===== config.mk =====
export PLATFORM = sky130hd
export DESIGN_NAME = oai32_exhaustive_bist
export DESIGN_NICKNAME = d
export VERILOG_FILES = /design/src/rtl/oai32_exhaustive_bist.sv
export SDC_FILE = /design/constraint.sdc
export NUM_CORES = 1
export LEC_CHECK = 0
export BUFFER_PORTS_ARGS = -buffer_cell sky130_fd_sc_hd__buf_4
export CAP_MARGIN = 5
export CORE_MARGIN = 3
export CORE_UTILIZATION = 49
export DETAILED_ROUTE_END_ITERATION = 16
export GPL_TIMING_DRIVEN = 0
export PLACE_DENSITY_LB_ADDON = 0.05
export SLEW_MARGIN = 5
export SYNTH_ARGS = -nofsm -noshare
export SYNTH_HDL_FRONTEND = slang
export SYNTH_SLANG_ARGS = --single-unit

===== constraint.sdc =====
create_clock -name CLK -period 1.9 [get_ports CLK]
set_input_delay 0.475 -clock CLK [delete_from_list [all_inputs] [get_ports CLK]]
set_output_delay 0.475 -clock CLK [all_outputs]
set_load 0.1 [all_outputs]

===== src/rtl/oai32_exhaustive_bist.sv =====
// Exhaustive self-test for an OAI32 cell: applies all 32 input vectors, samples ZN, counts mismatches.
// Optional first-failure capture register enabled by defining OAI32_BIST_FAIL_CAPTURE_EN.
module oai32_exhaustive_bist #(
  parameter int SETTLE_CYCLES = 2,
  parameter int ERR_W         = 6
) (
  input  logic             CLK,
  input  logic             RN,
  input  logic             start,
  output logic             A1,
  output logic             A2,
  output logic             A3,
  output logic             B1,
  output logic             B2,
  input  logic             ZN,
  output logic             busy,
  output logic             done,
  output logic             pass,
  output logic [ERR_W-1:0] err_count,
  output logic [4:0]       first_fail,
  output logic             fail_seen
);

  typedef enum logic [1:0] {IDLE, RUN, FIN} state_t;

  localparam logic [3:0] SETTLE_LAST = 4'(SETTLE_CYCLES);

  state_t     state;
  logic [4:0] vec;
  logic [4:0] drv;
  logic [3:0] cnt;
  logic       sample;
  logic       mismatch;
  logic       accept;

  function automatic logic golden(input logic [4:0] v);
    return ~((v[0] | v[1] | v[2]) & (v[3] | v[4]));
  endfunction

  function automatic logic [ERR_W-1:0] sat_inc(input logic [ERR_W-1:0] c);
    return (&c) ? c : c + {{(ERR_W-1){1'b0}}, 1'b1};
  endfunction

  assign sample   = (state == RUN) && (cnt == SETTLE_LAST);
  assign mismatch = (ZN != golden(vec));
  assign accept   = start && ((state == IDLE) || (state == FIN));

  assign {B2, B1, A3, A2, A1} = drv;
  assign pass = done && (err_count == '0);

  always_ff @(posedge CLK or negedge RN) begin
    if (!RN) begin
      state     <= IDLE;
      vec       <= 5'd0;
      drv       <= 5'd0;
      cnt       <= 4'd0;
      err_count <= '0;
      fail_seen <= 1'b0;
      busy      <= 1'b0;
      done      <= 1'b0;
    end else begin
      case (state)
        IDLE, FIN: begin
          if (start) begin
            state     <= RUN;
            vec       <= 5'd0;
            drv       <= 5'd0;
            cnt       <= 4'd0;
            err_count <= '0;
            fail_seen <= 1'b0;
            busy      <= 1'b1;
            done      <= 1'b0;
          end
        end
        RUN: begin
          if (cnt == SETTLE_LAST) begin
            if (mismatch) begin
              err_count <= sat_inc(err_count);
              fail_seen <= 1'b1;
            end
            // Next vector is launched on the same edge that samples the current one.
            if (vec == 5'd31) begin
              state <= FIN;
              busy  <= 1'b0;
              done  <= 1'b1;
              drv   <= 5'd0;
            end else begin
              vec <= vec + 5'd1;
              drv <= vec + 5'd1;
              cnt <= 4'd0;
            end
          end else begin
            cnt <= cnt + 4'd1;
          end
        end
        default: state <= IDLE;
      endcase
    end
  end

`ifdef OAI32_BIST_FAIL_CAPTURE_EN
  logic [4:0] first_fail_q;

  always_ff @(posedge CLK or negedge RN) begin
    if (!RN) begin
      first_fail_q <= 5'd0;
    end else if (accept) begin
      first_fail_q <= 5'd0;
    end else if (sample && mismatch && !fail_seen) begin
      first_fail_q <= vec;
    end
  end

  assign first_fail = first_fail_q;
`else
  assign first_fail = 5'd0;
`endif

endmodule


==> Yosys cells after proc, flatten, opt, wreduce, memory -nomap -nowiden <==
Cells that the tools add are included.
{ "word_totals": {"register_bits": 25, "input_bits": 4} }
{ "op_classes": {"add_sub_neg": 3, "n_eq_ne": 12, "mux": 31, "bitwise_logic": 5, "n_reduce_logical": 13} }
{ "ops": {"columns": ["cell", "count"], "rows": [
  ["5-bit 2-to-1 mux", 5],
  ["6-bit 2-to-1 mux", 4],
  ["5-bit one-hot mux with 2 select lines", 2],
  ["4-bit 2-to-1 mux", 3],
  ["6-bit one-hot mux with 2 select lines", 1],
  ["4-bit AND reduction", 3],
  ["3-bit AND reduction", 3],
  ["1-bit 2-to-1 mux", 8],
  ["2-bit != test, second input constant", 4],
  ["4-bit one-hot mux with 2 select lines", 1],
  ["6-bit by 1-bit adder with 6-bit output, second input constant", 1],
  ["6-bit zero test", 1],
  ["2-bit 2-to-1 mux", 3],
  ["1-bit one-hot mux with 2 select lines", 3],
  ["6-bit AND reduction", 1],
  ["5-bit by 1-bit adder with 5-bit output, second input constant", 1],
  ["5-bit == test, second input constant", 1],
  ["5-bit AND reduction", 1],
  ["4-bit by 1-bit adder with 4-bit output, second input constant", 1],
  ["4-bit by 2-bit == test with 1-bit output, second input constant", 1],
  ["2-bit by 1-bit != test with 1-bit output, second input constant", 2],
  ["2-bit one-hot mux with 2 select lines", 1],
  ["3-bit != test, second input constant", 1],
  ["1-bit bitwise OR", 3],
  ["9 further kinds", 9]
]} }

==> Longest topological paths before layout <==
Gate-level depths: netlist of the first run.
{ "depth": {"word_depth": 8, "depth_mapped": 7, "mapped_depth_nobuf": 7} }

==> Worst setup path before layout of the first run <==
OpenSTA, ideal clock, no wires.
{ "synth_path": {"kind": "register to output", "startpoint": "register done", "endpoint": "output port pass", "t_arrival_ns": 3.771, "required_ns": 1.425, "slack_ns": -2.346, "path_stages_with_launch": 3, "n_path_buf": 0, "cell_sequence": "dfrtp_1 > or4b_2 > nor3b_1"} }
{ "synth_between": {"elab_chain_cells": 1} }
{ "synth_lines": {"columns": ["element", "line_no", "source"], "rows": [
  ["from (decl)", "17", "output logic done,"],
  ["from (signal assigned)", "60", "done <= 1'b0;"],
  ["from (signal assigned)", "72", "done <= 1'b0;"],
  ["from (signal assigned)", "85", "done <= 1'b1;"],
  ["1-bit logical AND", "49", "assign pass = done && (err_count == '0);"],
  ["to (decl)", "18", "output logic pass,"]
]} }
No other way between the ends.

==> Final worst setup path of the first run <==
{ "layout_path": {"startpoint": "register err_count[3]", "endpoint": "output port pass"} }
{ "layout_between": {"elab_chain_cells": 2} }
{ "layout_lines": {"columns": ["element", "line_no", "source"], "rows": [
  ["from (decl)", "19", "output logic [ERR_W-1:0] err_count,"],
  ["from (signal assigned)", "78", "err_count <= sat_inc(err_count);"],
  ["6-bit zero test", "49", null],
  ["1-bit logical AND", "49", null]
]} }
No other way between the ends.

==> results of run 1 <==
## timing repair
item | CTS | global route
resized for setup | 14 | 13
pin swaps | 7 | 7
hold buffers | 0 | 0
hold endpoints to repair | 0 | 0
cloned | 0 | 0
setup buffers | 8 | 5
setup endpoints to repair | 6 | 18
## cell usage after synthesis, types with 2 or more instances
| cell | number |
|---|---|
| and2_1 | 2 |
| inv_1 | 8 |
| o21ai_0 | 15 |
| o21ai_2 | 2 |
| nor2_1 | 9 |
| nand2_1 | 22 |
| nand3_1 | 4 |
| o21ai_1 | 2 |
| dfrtp_1 | 25 |
| nand2b_1 | 4 |
| xnor2_1 | 2 |
| ha_1 | 7 |
| nor2b_1 | 2 |
| buf_4 | 6 |
| a21oi_1 | 4 |
| xor2_1 | 3 |
## where the power goes
group          leakage, nW  switching (mW)  internal [mW]
combinational        0.554            1.25          0.614
sequential           0.303           0.194          0.718
clock               0.0150           0.162         0.0823
## cell type report
type | count | area, um^2
clock buffers | 4 | 26.3
inverters | 8 | 32.5
repair buffers | 31 | 249
fillers | 192 | 723
well taps | 30 | 37.5
flip-flops and latches | 25 | 639
multi-input cells | 110 | 843
plain buffers | 8 | 61.3
## cells in the final DEF (no fill, tap or decap), types with 4 or more instances in the layout
cell type  netlist  routed
nand3_1          4       4
nor2_1           9       9
nand2_1         22      22
o21ai_0         15      14
inv_1            8       7
ha_1             7       4
dfrtp_2          0       5
buf_4            6      35
dfrtp_1         25      18
a21oi_1          4       4
conb_1           1       5
## worst min path at each step
stage | endpoint | slack, ns | depth (start not counted)
floorplan | busy | 0.18 | 0
global placement | err_count[2] | 0.39 | 1
detailed placement | err_count[2] | 0.40 | 1
CTS | drv[0] | 0.03 | 1
global route | vec[0] | 0.03 | 1
finish | err_count[2] | 0.02 | 1
## cell families after synthesis
kind of cell	count (synthesis)
AO/OA/AOI/OAI	37
XOR/XNOR	5
adder cells (fa/ha/maj)	7
buffers and inverters	16
flip-flops	25
multiplexers	2
other	1
AND/OR/NAND/NOR	54
## critical path, cell delays in order (launching register included)
cell and delay [ns]:
dfrtp_4 0.50, or4b_4 0.55, nor3b_4 0.22, buf_12 0.20
## state kept, by name (all words and copies together), names as in the netlist
signal / count
state: 2
vec: 5
busy: 1
err_count: 6
drv: 5
done: 1
cnt: 4
fail_seen: 1
## layer usage
metal  part of all wire, %  wire, um  track usage (%)  vias up
li1                      -         -                -      575
met1                    43      1340             23.9      573
met2                    52      1620             34.4       30
met3                   4.8       150             4.32        4
met4                  0.54        17             2.85        0
met5                     0         0                0        -
==> results.md, run 1 <==
• -0.370 ns — total negative slack for setup checks
• 1.38 mV — IR Drop Worst-Case VDD
• 0.00356 mm^2 — DIE AREA
• 9.61 um^2 — syn avg cell area
• 1,182 — vias after detailed routing
• 0 — YS warnings
• 59.7 um — die extent in x
• dfrtp_1 — largest area contributor in the netlist
• 54.1% — Initial Utilization
• 3.10% — xor/xnor cell area share of the yosys netlist
• -0.370 ns — post-layout worst setup margin
• 1.79 ns — arrival time reported for the critical path endpoint
• 20.1% — area fraction in and, or, nand and nor cells after synthesis
• 8 — cells on worst reg2reg path
• 2150 um — placed wire-length estimate after detailed placement
• 18.2% — compound-gate portion of the synthesized area
• 0.02 ns — Reg2Reg Setup Slack
• 3120 um — total wire length
• 0 — number of nets with antenna violations after routing
• 0.00189 mm^2 — post-route cell area
• 5190 um — global-route wire length before repair
• 5.47 — per-cell via count in the routed design
• 44.3% — sequential-to-total area share from yosys stat
• clkbuf_4 — clock tree root buffer cell
• 0.00261 mm^2 — placeable core area
• 25 — sink count of the clock tree
• 0.00487 ns — worst clock skew
• 4 — First-pass DRT Iterations
• setup timing — violations in the final reports
• err_count[0] — critical register-to-register path endpoint
• 32 — violation count after the first detailed-routing iteration
• 0 — final slew viol count
• dfrtp_1 — Top FF cell, synth
• 0 — count of endpoints failing hold in the final timing report
• 44.3% — area share of the leading cell type in the synthesized netlist
• finished, violations left — result of the run
• err_count[3] — launch point of the worst path
• dfrtp_1, ha_1, nand2_1, o21ai_0, buf_4 — cell types with the largest area share after synthesis
• 18 — Placement Rows
• 46 — library cells used by synthesis
• 0.32 ns — Worst-Skew Late Latency
• 72.3% — Layout Utilization
• primary output — crit path capture type
• 0.14 ns — clock transition at the register clock pins on the worst setup and hold paths after CTS
• simple AND/OR/NAND/NOR gates — combinational family with the most area after synthesis
• vec[0] — Critical R2R Launch
• 0 — number of synthesized flops with an enable pin
• 19.2% — total routing resource utilization after global routing
• 0.00141 mm^2 — post-synthesis instance area
• 100% — share of synthesized flip-flops with an asynchronous set or reset
• pass — CP Capture Point
• 0.0246 ns — worst hold margin
• 2.27 ns — Final Critical Period
• 18 — number of buffer cells added on primary ports
• 0 — total congestion overflow
• 199 — Post-Place Cells
• 1600 mW/mm^2 — cell area power density
• 1.42 ns — endpoint required time on the critical path
• flip-flop — kind of launch point of the worst setup path
• 0 — number of antenna violations at the first check in global routing
• 39.2% — proportion of layout cells with a drive suffix above 1
• 59.7 um — floorplan die height
• 1.51% — fraction of synthesized area in multiplexers
• 1,101 — number of global-route vias before repair
• 26 — largest net degree at the start of global routing
• yes — setup repair after global routing missed its margin
• 3 — number of clock buffers inserted by TritonCTS
• 14.5 um — drt wl/cell
• 147 — Cells after Synth
• 25 — flip-flop and latch count after synthesis
• 1 — # H-tree levels
• -0.197 ns — Place WS
• 0.00163 mm^2 — placed inst area
• 119% — fin crit share
• 0.779 — global placement routability congestion
• built — CTS tree
• 198 — fin nets
• 6.20% — area share of fa/ha/maj cells after synthesis
• 0 — number of remaining DRC errors
• 216 — post-layout instance count excluding filler cells
• 2 — maximum net fanout on the critical path
• 0 — # diodes
• 1 — Finish-stage setup viols
• 0.873 nW — Lkg Pwr
• 0 — number of maximum-capacitance violations
• 33.7% — relative area change from synthesis to final layout
• 2 — Max clock buf depth
• 0.441 GHz — maximum operating frequency
• reg2out — startpoint-to-endpoint class of the critical path
• 3.02 mW — sum of internal, switching and leakage power
• in2async — Hold Crit Class
• 24 — boundary pin count
Note: power is estimated with default switching activity, not from simulation.
==> run 2: changes to the inputs <==
--- a/config.mk
+++ b/config.mk
@@ -7,7 +7,7 @@
 export LEC_CHECK = 0
 export BUFFER_PORTS_ARGS = -buffer_cell sky130_fd_sc_hd__buf_4
 export CAP_MARGIN = 5
-export CORE_MARGIN = 3
+export CORE_MARGIN = 2
 export CORE_UTILIZATION = 49
 export DETAILED_ROUTE_END_ITERATION = 16
 export GPL_TIMING_DRIVEN = 0
==> results.md, run 2 (synthesis results as in run 1) <==
• 118% — fin crit share
• 34.8% — relative area change from synthesis to final layout
• 1,205 — vias after detailed routing
• 1610 mW/mm^2 — cell area power density
• 6 — number of flip-flops in the largest register
• 0.53 ns — delay of the slowest cell on the worst path
• 2 — Max clock buf depth
• 19 — Placement Rows
• 217 — post-layout instance count excluding filler cells
• 2030 um — placed wire-length estimate after detailed placement
• 25.0% — M1 GR Usage
• 39.2% — proportion of layout cells with a drive suffix above 1
• built — CTS tree
• 1.44 mW — internal power
• 57.7 um — floorplan die height
• 0.00516 ns — worst clock skew
• reg2out — startpoint-to-endpoint class of the critical path
• 0.00276 mm^2 — placeable core area
• err_count — Biggest register
• 0 — number of remaining DRC errors
• 3140 um — total wire length
• 25 — sink count of the clock tree
• 26 — violation count after the first detailed-routing iteration
• 0 — count of endpoints failing hold in the final timing report
• 1 — Finish-stage setup viols
• 0.05 ns — Reg2Reg Setup Slack
• simple AND/OR/NAND/NOR gates — kind of cell adding the most delay to the critical path
• primary output — crit path capture type
• 1.34 mV — IR Drop Worst-Case VDD
• 5150 um — global-route wire length before repair
• 18 — number of buffer cells added on primary ports
• 26 — largest net degree at the start of global routing
• 0.445 GHz — maximum operating frequency
• or4b_4 — CP max-delay cell
• 0 — total congestion overflow
• -0.346 ns — post-layout worst setup margin
• 1.62 mW — reported net switching power
• 0 — hold bufs inserted after CTS
• 34.7% — met2 track demand over resource in global routing
• 1.42 ns — endpoint required time on the critical path
• -0.346 ns — total negative slack for setup checks
• 7.7% — Clk pwr share
• 2 — maximum net fanout on the critical path
• 8 — cells on worst reg2reg path
• 2.25 ns — Final Critical Period
• 0 — final slew viol count
• 0.00190 mm^2 — post-route cell area
• or4b_4 > nor3b_4 > buf_12 — critical path, cell by cell
• 62.2% — share of total power in combinational logic
• 30.1% — share of power burned in registers
• 2.01% — met3 usage
• 0.00164 mm^2 — placed inst area
• 198 — fin nets
• 0.13 ns — clock transition at the register clock pins on the worst setup and hold paths after CTS
• clkbuf_4 — clock tree root buffer cell
• buf_4, nand2_1, dfrtp_1 — commonest cells after routing, fill and taps aside
• 0.869 nW — Lkg Pwr
• met2 — busiest layer in global routing
• 0 — number of antenna violations at the first check in global routing
• 1.77 ns — arrival time reported for the critical path endpoint
• err_count x6, drv x5, vec x5 — largest registers
• flip-flop — kind of launch point of the worst setup path
• 52.9% — Sw Share
• 0.00333 mm^2 — DIE AREA
• setup timing — violations in the final reports
• 0 — # diodes
• err_count[0] — critical register-to-register path endpoint
• in2async — Hold Crit Class
• 51.2% — Initial Utilization
• vec[0] — Critical R2R Launch
• 19.6% — total routing resource utilization after global routing
• 0 — number of nets with antenna violations after routing
• 1 — critical path buffer and inverter count
• 0.793 — global placement routability congestion
• buf_4 — commonest non-fill, non-tap cell in the layout
• 57.7 um — die extent in x
• 24 — boundary pin count
• 14.5 um — drt wl/cell
• finished, violations left — result of the run
• 1,175 — number of global-route vias before repair
• 200 — Post-Place Cells
• 3 — number of clock buffers inserted by TritonCTS
• 4 — First-pass DRT Iterations
• 5.55 — per-cell via count in the routed design
• 1 — # H-tree levels
• 0 — number of maximum-capacitance violations
• 0.31 ns — Worst-Skew Late Latency
• yes — setup repair after global routing missed its margin
run 2: final cells by class:
type / instances / area (um^2)
multi-input combinational: 110 / 860
fill: 214 / 853
sequential: 25 / 639
timing repair buffer: 31 / 249
buffer: 8 / 61.3
tap: 31 / 38.8
inverter: 8 / 30.0
clock buffer: 4 / 26.3
run 2: what timing repair did:
| item | in CTS | in global routing |
|---|---|---|
| setup endpoints to repair | 6 | 16 |
| cloned | 0 | 0 |
| pin swaps | 7 | 9 |
| setup buffers | 7 | 6 |
| gates resized for setup | 12 | 15 |
run 2: power groups by stage:
stage                     clock network (mW)  registers [mW]  logic [mW]
after floorplan                            0            1.55       0.613
after global placement                     0           0.909        1.55
after detailed placement                   0           0.926        1.56
after CTS                              0.243           0.901        1.73
after global routing                   0.263           0.950        2.02
final                                  0.235           0.921        1.90
run 2: worst max path at each step:
stage / from / to / slack [ns] / cells after the start
floorplan: err_count[5] / pass / -0.65 / 2
global placement: vec[0] / vec[3] / -0.17 / 7
detailed placement: vec[0] / vec[3] / -0.16 / 7
CTS: err_count[5] / pass / -0.36 / 3
global route: err_count[5] / pass / -0.40 / 3
finish: err_count[5] / pass / -0.35 / 3
run 2: stage by stage:
stage / hold WS (ns) / power (mW) / utilization, % / worst slack (ns)
after floorplan: 0.179 / 2.16 / - / -0.646
final: 0.0409 / 3.06 / 69.1 / -0.346
after CTS: 0.0456 / 2.88 / 64.0 / -0.357
after detailed placement: 0.399 / 2.49 / 59.3 / -0.163
after global routing: 0.0402 / 3.24 / 69.1 / -0.398
after global placement: 0.395 / 2.46 / 59.3 / -0.172
run 2: routing by layer:
layer / up-vias / routed length [um]
met5: - / 0
met4: 0 / 49
met3: 6 / 118
met2: 30 / 1620
met1: 596 / 1360
li1: 573 / -
run 2: worst register-to-register path, delay by kind of cell, from the launching register on:
kind / cells / cell delay [ns]
compound gates: 1 / 0.16
xor+xnor: 1 / 0.17
fa+ha+maj: 1 / 0.14
buf+inv: 2 / 0.16
flops: 1 / 0.43
mux: 1 / 0.31
simple gates: 2 / 0.39
==> run 3: changes to the inputs <==
--- a/config.mk
+++ b/config.mk
@@ -7,8 +7,10 @@
 export LEC_CHECK = 0
 export BUFFER_PORTS_ARGS = -buffer_cell sky130_fd_sc_hd__buf_4
 export CAP_MARGIN = 5
+export CELL_PAD_IN_SITES_DETAIL_PLACEMENT = 0
+export CELL_PAD_IN_SITES_GLOBAL_PLACEMENT = 1
 export CORE_MARGIN = 2
-export CORE_UTILIZATION = 49
+export CORE_UTILIZATION = 38
 export DETAILED_ROUTE_END_ITERATION = 16
 export GPL_TIMING_DRIVEN = 0
 export PLACE_DENSITY_LB_ADDON = 0.05
==> results.md, run 3 (synthesis results as in run 1) <==
• err_count x6, drv x5, vec x5 — largest registers
• 1,100 — number of global-route vias before repair
• 22 — Placement Rows
• 0 — # diodes
• 4 — First-pass DRT Iterations
• 0.0859 ns — worst hold margin
• 1.42 ns — endpoint required time on the critical path
• 2 — Max clock buf depth
• 0 — number of nets with antenna violations after routing
• flip-flop — kind of launch point of the worst setup path
• 51.8% — Layout Utilization
• 0.00422 mm^2 — DIE AREA
• setup timing — violations in the final reports
• 0 — hold bufs inserted after CTS
• 0 — count of endpoints failing hold in the final timing report
• 0.27 ns — Worst-Skew Late Latency
• 1 — # H-tree levels
• 0 — final slew viol count
• finished, violations left — result of the run
• 18 — number of buffer cells added on primary ports
• buf_4, nand2_1, dfrtp_1 — commonest cells after routing, fill and taps aside
• 5260 um — global-route wire length before repair
• 217 — Post-Place Cells
• 194 — fin nets
• yes — setup repair after global routing missed its margin
• clkbuf_8 — clock tree root buffer cell
• 13.1 um — drt wl/cell
• 4.93 — per-cell via count in the routed design
• 2140 um — placed wire-length estimate after detailed placement
• 1.72 ns — arrival time reported for the critical path endpoint
• 0.850 nW — Lkg Pwr
• -0.244 ns — Place WS
• 3 — number of clock buffers inserted by TritonCTS
• 36.8% — proportion of layout cells with a drive suffix above 1
• 0.00192 ns — worst clock skew
• in2async — Hold Crit Class
• -0.292 ns — total negative slack for setup checks
• 46 — violation count after the first detailed-routing iteration
• reg2out — startpoint-to-endpoint class of the critical path
• 6 — maximum net fanout on the critical path
• buf_4 — commonest non-fill, non-tap cell in the layout
• 32.2% — relative area change from synthesis to final layout
• 0.456 GHz — maximum operating frequency
• 2.19 ns — Final Critical Period
• 0.646 mV — IR Drop Worst-Case VDD
• 0 — total congestion overflow
• 25 — sink count of the clock tree
• 3010 um — total wire length
• 0.00187 mm^2 — post-route cell area
• met2 — busiest layer in global routing
• 25.9% — met2 track demand over resource in global routing
• 1600 mW/mm^2 — cell area power density
• 1,133 — vias after detailed routing
• 230 — post-layout instance count excluding filler cells
• err_count — Biggest register
• 65.0 um — die extent in x
• 0 — number of maximum-capacitance violations
• 22.2% — M1 GR Usage
• 0.798 — global placement routability congestion
• 0.00361 mm^2 — placeable core area
• 0.10 ns — clock transition at the register clock pins on the worst setup and hold paths after CTS
• 16.3% — total routing resource utilization after global routing
• 0.00166 mm^2 — placed inst area
• -0.292 ns — post-layout worst setup margin
• 39.2% — Initial Utilization
• 115% — fin crit share
• 0 — number of remaining DRC errors
• 65.0 um — floorplan die height
• 2.08% — met3 usage
• 26 — largest net degree at the start of global routing
• 6 — number of flip-flops in the largest register
• 0 — number of antenna violations at the first check in global routing
• 24 — boundary pin count
• 2.98 mW — sum of internal, switching and leakage power
• primary output — crit path capture type
• built — CTS tree
• 1 — Finish-stage setup viols
[run 3: cell types whose count changed in the layout (fill, tap and decap cells not counted), sizes merged]
cell and change:
clkbuf -1, buf -4, clkinvlp +1
[run 3: layout make-up]
type | count | area, um^2
plain buffers | 8 | 61.3
well taps | 48 | 60.1
fillers | 340 | 1740
flip-flops and latches | 25 | 641
repair buffers | 27 | 215
multi-input cells | 110 | 811
inverters | 8 | 30.0
clock inverters | 1 | 7.51
clock buffers | 3 | 41.3
[run 3: worst paths after layout]
path,end,start,slack (ns),depth (start not counted)
setup reg to reg,err_count[0],vec[0],0.05,7
setup / recovery,pass,err_count[3],-0.29,3
hold reg to reg,drv[1],drv[1],0.49,2
hold / removal,cnt[3],RN,0.09,1
min in group CLK,state[1],start,0.47,3
max in group asynchronous,err_count[5],RN,1.54,1
[run 3: routing by layer]
metal	vias up	wire (um)
li1	565	-
met1	541	1390
met2	23	1440
met3	4	135
met4	0	44
met5	-	0
[run 3: power breakdown]
group / leakage, nW / total (mW) / switching (mW) / internal (mW)
Sequential: 0.302 / 0.925 / 0.203 / 0.722
Clock: 0.0217 / 0.337 / 0.188 / 0.149
Combinational: 0.526 / 1.72 / 1.18 / 0.541
Total: 0.850 / 2.98 / 1.57 / 1.41
[run 3: critical path, stage by stage (launching register included)]
cell and delay (ns):
dfrtp_4 0.52, or4b_4 0.50, nor3b_4 0.22, buf_12 0.20
[run 3: repair_timing]
| action | 4_1_cts | 5_1_grt |
|---|---|---|
| gates resized for setup | 8 | 12 |
| setup endpoints to repair | 8 | 16 |
| buffers inserted | 4 | 5 |
| pin swaps | 4 | 5 |
